## src/rtl/adder_share_arbiter_if.sv

```systemverilog
// Request/result bundle for adder_share_arbiter: two operand ports in, one result port out.
// The slave modport is the arbiter side; the master modport is the producer/consumer side.
interface adder_share_arbiter_if #(
  parameter int unsigned WIDTH = 4
) ();
  logic             req0_valid;
  logic [WIDTH-1:0] req0_a;
  logic [WIDTH-1:0] req0_b;
  logic             req0_ready;
  logic             req1_valid;
  logic [WIDTH-1:0] req1_a;
  logic [WIDTH-1:0] req1_b;
  logic             req1_ready;
  logic             res_valid;
  logic             res_ready;
  logic [WIDTH-1:0] res_sum;
  logic             res_cout;
  logic             res_id;
  logic             busy;

  modport slave (
    input  req0_valid, req0_a, req0_b, req1_valid, req1_a, req1_b, res_ready,
    output req0_ready, req1_ready, res_valid, res_sum, res_cout, res_id, busy
  );

  modport master (
    output req0_valid, req0_a, req0_b, req1_valid, req1_a, req1_b, res_ready,
    input  req0_ready, req1_ready, res_valid, res_sum, res_cout, res_id, busy
  );
endinterface

```

## src/rtl/adder_share_arbiter.sv

```systemverilog
// One WIDTH-bit adder shared by two requesters under round-robin arbitration,
// feeding a single-entry result register tagged with the requester ID.
module adder_share_arbiter #(
  parameter int unsigned WIDTH = 4
) (
  input  logic                 clk,
  input  logic                 rst_n,
  adder_share_arbiter_if.slave bus
);

  localparam int unsigned SW = WIDTH + 1;

  typedef enum logic {
    EMPTY = 1'b0,
    FULL  = 1'b1
  } state_e;

  state_e           state_q, state_d;
  logic [WIDTH-1:0] sum_q, sum_d;
  logic             cout_q, cout_d;
  logic             id_q, id_d;
  logic             last_q, last_d;

  logic             can_accept;
  logic             gnt_valid;
  logic             gnt_id;
  logic             accept;
  logic [WIDTH-1:0] op_a;
  logic [WIDTH-1:0] op_b;
  logic [SW-1:0]    add_res;

  // Grant: a lone requester wins; on contention the one not granted last wins.
  always_comb begin
    gnt_valid  = bus.req0_valid | bus.req1_valid;
    gnt_id     = (bus.req0_valid && bus.req1_valid) ? ~last_q : bus.req1_valid;
    can_accept = (state_q == EMPTY) || bus.res_ready;
    accept     = rst_n && can_accept && gnt_valid;
    op_a       = gnt_id ? bus.req1_a : bus.req0_a;
    op_b       = gnt_id ? bus.req1_b : bus.req0_b;
    add_res    = SW'(op_a) + SW'(op_b);
  end

  assign bus.req0_ready = accept && !gnt_id;
  assign bus.req1_ready = accept &&  gnt_id;

  // Next state: accept loads (even while draining); drain alone empties; fields otherwise hold.
  always_comb begin
    state_d = state_q;
    sum_d   = sum_q;
    cout_d  = cout_q;
    id_d    = id_q;
    last_d  = last_q;

    if (accept) begin
      state_d = FULL;
      sum_d   = add_res[WIDTH-1:0];
      cout_d  = add_res[WIDTH];
      id_d    = gnt_id;
      last_d  = gnt_id;
    end else if (state_q == FULL && bus.res_ready) begin
      state_d = EMPTY;
    end
  end

  always_ff @(posedge clk) begin
    if (!rst_n) begin
      state_q <= EMPTY;
      sum_q   <= '0;
      cout_q  <= 1'b0;
      id_q    <= 1'b0;
      last_q  <= 1'b1;
    end else begin
      state_q <= state_d;
      sum_q   <= sum_d;
      cout_q  <= cout_d;
      id_q    <= id_d;
      last_q  <= last_d;
    end
  end

  assign bus.res_valid = (state_q == FULL);
  assign bus.busy      = (state_q == FULL);
  assign bus.res_sum   = sum_q;
  assign bus.res_cout  = cout_q;
  assign bus.res_id    = id_q;

endmodule

```

## src/flat_wrapper.sv

```systemverilog
// flat-port wrapper written by rule: the top's interface ports become plain ports
module adder_share_arbiter_flat 
#(
  parameter int unsigned WIDTH = 4
)
  (clk, rst_n, bus_req0_valid, bus_req0_a, bus_req0_b, bus_req1_valid, bus_req1_a, bus_req1_b, bus_res_ready, bus_req0_ready, bus_req1_ready, bus_res_valid, bus_res_sum, bus_res_cout, bus_res_id, bus_busy);
  adder_share_arbiter_if #(.WIDTH(WIDTH)) bus_i ();
  input  logic clk;
  input  logic rst_n;
  input wire logic [$bits(bus_i.req0_valid)-1:0] bus_req0_valid;
  input wire logic [$bits(bus_i.req0_a)-1:0] bus_req0_a;
  input wire logic [$bits(bus_i.req0_b)-1:0] bus_req0_b;
  input wire logic [$bits(bus_i.req1_valid)-1:0] bus_req1_valid;
  input wire logic [$bits(bus_i.req1_a)-1:0] bus_req1_a;
  input wire logic [$bits(bus_i.req1_b)-1:0] bus_req1_b;
  input wire logic [$bits(bus_i.res_ready)-1:0] bus_res_ready;
  output wire logic [$bits(bus_i.req0_ready)-1:0] bus_req0_ready;
  output wire logic [$bits(bus_i.req1_ready)-1:0] bus_req1_ready;
  output wire logic [$bits(bus_i.res_valid)-1:0] bus_res_valid;
  output wire logic [$bits(bus_i.res_sum)-1:0] bus_res_sum;
  output wire logic [$bits(bus_i.res_cout)-1:0] bus_res_cout;
  output wire logic [$bits(bus_i.res_id)-1:0] bus_res_id;
  output wire logic [$bits(bus_i.busy)-1:0] bus_busy;
  assign bus_i.req0_valid = bus_req0_valid;
  assign bus_i.req0_a = bus_req0_a;
  assign bus_i.req0_b = bus_req0_b;
  assign bus_i.req1_valid = bus_req1_valid;
  assign bus_i.req1_a = bus_req1_a;
  assign bus_i.req1_b = bus_req1_b;
  assign bus_i.res_ready = bus_res_ready;
  assign bus_req0_ready = bus_i.req0_ready;
  assign bus_req1_ready = bus_i.req1_ready;
  assign bus_res_valid = bus_i.res_valid;
  assign bus_res_sum = bus_i.res_sum;
  assign bus_res_cout = bus_i.res_cout;
  assign bus_res_id = bus_i.res_id;
  assign bus_busy = bus_i.busy;
  adder_share_arbiter #(.WIDTH(WIDTH)) u_core (.clk(clk), .rst_n(rst_n), .bus(bus_i));
endmodule
```

## config.mk

```make
export PLATFORM = sky130hd
export DESIGN_NAME = adder_share_arbiter_flat
export DESIGN_NICKNAME = d
export VERILOG_FILES = /design/src/rtl/adder_share_arbiter_if.sv /design/src/rtl/adder_share_arbiter.sv /design/src/flat_wrapper.sv
export SDC_FILE = /design/constraint.sdc
export NUM_CORES = 1
export LEC_CHECK = 0
export ABC_CLOCK_PERIOD_IN_PS = 2150
export BUFFER_PORTS_ARGS = -buffer_cell sky130_fd_sc_hd__buf_2
export CORE_MARGIN = 2
export CORE_UTILIZATION = 27
export DETAILED_ROUTE_END_ITERATION = 6
export SLEW_MARGIN = 25
export SYNTH_ARGS = -nofsm -noshare
export SYNTH_HDL_FRONTEND = slang
export SYNTH_SLANG_ARGS = --single-unit
```

## constraint.sdc

```tcl
create_clock -name clk -period 2.15 [get_ports clk]
set_clock_uncertainty 0.05 [all_clocks]
set_input_delay 0.43 -clock clk [delete_from_list [all_inputs] [get_ports clk]]
set_output_delay 0.43 -clock clk [all_outputs]
set_load 0.05 [all_outputs]
```

==> reports/metrics.csv <==
metric,value,unit
P_leak,0.404,nW
post-synthesis sequential area ratio,27.8,%
endpoints failing setup,0,
R2R cell count,6,
num rows,16,
first-pass GRT wire length,2330,um
WP data required,2.27,ns
WL per Instance,10.4,um
crit end category,register,
total number of H-tree levels,1,
Die Ht,50.2,um
Setup crit start,u_core.last_q,
port bufs,30,
root buf cell,clkbuf_4,
multi-input logic area,375,um^2
Nets,127,
Die X-Extent,50.2,um
Post-DRT Antenna Nets,0,
YS warnings,0,
global route total overflow,0,
Worst Path Max Fanout,7,
Max-Cap Viols,0,
clock latency on the worst-skew pair,0.26,ns
final hold viol count,0,
Synth Register Bits,8,
"Slew Viols, Final",0,
CTS tree,built,
fill count,208,
die footprint,0.00252,mm^2
status,"finished, final reports clean",
CTS max path bufs,2,
"setup slack, reg-to-reg",0.13,ns
CTS Hold Bufs,0,
Worst-path clk slew,0.05,ns
DR iter-0 viols,3,
CTS buffer count,3,
Residual DRC,0,
library cells used by synthesis,26,
Worst R2R End,u_core.bus.res_sum[1],
synth-to-layout area growth,39.7,%
n_diodes,0,
I/O pins,31,
gr usage total,12.0,%
Vias/cell,4.65,
Post-Route WL,1310,um
RSZ-0062 raised after global routing,no,
Worst-Margin Slew,0.460,ns
share of async-settable or async-resettable flops after synthesis,0,%
largest net degree at the start of global routing,11,
Final min period,2.02,ns
Power per Cell Area,623,mW/mm^2
Initial Util,29.1,%
Syn Nets,89,
area of the core,0.00198,mm^2
number of global-route vias before repair,589,
CP Launch Type,register,
Slew Limit Headroom,69.1,%
Placer Congestion,0.769,
Setup crit end,u_core.bus.res_sum[1],
# clock sinks,8,
register area,160,um^2
Worst EP arrival,2.13,ns
Crit Path Category,reg -> reg,
drt first pass iters,4,
via count,586,
hold slack,0.407,ns
origin of the critical flop-to-flop path,u_core.last_q,
post_cts resized,0,
"Top FF cell, synth",dfxtp_1,
Peak Freq,496,MHz
Post-synth EDFFs,0,
postcts setup bufs,0,
"Avg Cell Area, Syn",9.16,um^2
Util after Layout,40.7,%
synthesized instance count,63,
initial antenna violation count,0,
worst hold path class,in -> reg,
final period utilization,93.8,%
Synth Cell Area,577,um^2
Max VDD drop,0.223,mV
layout cells sized above 1,49.5,%
state kept, by name, summed over array words and instances, names as in the netlist:
name / cells
u_core.bus.busy: 1
u_core.bus.res_cout: 1
u_core.bus.res_id: 1
u_core.last_q: 1
u_core.bus.res_sum: 4
layer usage:
layer	global-route usage, %	share of wire, %
met5	0	0
met4	9.72	4.2
met3	0.893	5.6
met2	20.0	46
met1	14.1	44
final cells by class:
class	instances	area share, %
sequential	8	19.9
clock buffer	3	2.80
inverter	7	3.26
multi-input combinational	46	46.6
tap	27	4.19
timing repair buffer	35	23.3
per-stage QoR:
stage | cell area (um^2) | cells | setup TNS (ns) | power (mW) | setup WS [ns]
2_1_floorplan | 577 | 63 | 0 | 0.330 | 0.114
3_3_place_gp | 761 | 120 | -0.126 | 0.380 | -0.0720
3_5_place_dp | 761 | 120 | -0.284 | 0.381 | -0.122
4_1_cts | 783 | 123 | 0 | 0.503 | 0.100
5_1_grt | 806 | 126 | 0 | 0.534 | 0.00932
6_report | 806 | 126 | 0 | 0.502 | 0.134
how the worst min path moves through the flow:
stage                     startpoint               endpoint  slack [ns]  cells past startpoint
2_1_floorplan          u_core.last_q          u_core.last_q        0.45                      2
3_3_place_gp   u_core.bus.res_sum[0]  u_core.bus.res_sum[0]        0.40                      2
3_5_place_dp   u_core.bus.res_sum[0]  u_core.bus.res_sum[0]        0.41                      2
4_1_cts                        rst_n          u_core.last_q        0.40                      2
5_1_grt                        rst_n          u_core.last_q        0.42                      2
6_report                       rst_n          u_core.last_q        0.41                      2
kinds of logic after synthesis:
kind of cell	synth area share (%)
XOR/XNOR	1.52
multiplexers	15.6
AO/OA/AOI/OAI	21.5
adder cells (fa/ha/maj)	12.1
buffers and inverters	7.16
AND/OR/NAND/NOR	14.3
flip-flops	27.8
synth_stat cells, types with 2 or more instances:
library cell / number / share of area (%)
o31ai_1: 3 / 3.9
o211ai_1: 2 / 2.6
inv_1: 6 / 3.9
a21oi_1: 4 / 3.5
mux2_2: 8 / 16
nand4_1: 3 / 3.3
a31oi_1: 2 / 2.2
nand3_1: 2 / 1.7
o21ai_0: 2 / 1.7
nor2b_1: 2 / 2.2
nand2_1: 2 / 1.3
buf_4: 2 / 2.6
ha_1: 4 / 8.7
nor2_1: 2 / 1.3
dfxtp_1: 8 / 28
worst max-delay path, cell delays in order (launching register included):
cell and delay (ns):
dfxtp_1 0.34, a21boi_4 0.26, mux2_2 0.37, ha_1 0.22, inv_1 0.07, fa_1 0.40
a211oi_1 0.22
power by group:
part	internal (mW)	leakage [nW]	switching, mW	total (mW)
sequential	0.164	0.0663	0.00812	0.173
clock	0.0641	0.0138	0.0540	0.118
combinational	0.0834	0.323	0.128	0.212
total	0.312	0.404	0.190	0.502
placed cells by master, fill, tap and decap left out, types with 2 or more instances in the layout:
cell and count:
o21ai_0 2, a21oi_1 4, buf_2 30, nand3_1 2, a31oi_1 2, o31ai_1 3, buf_4 5, dfxtp_1 8
mux2_2 8, nand2_1 2, clkbuf_4 3, nand4_1 3, ha_1 4, nor2b_1 2, nor2_1 2, o211ai_1 2
inv_1 6
Power figures use the tool's default switching activity.
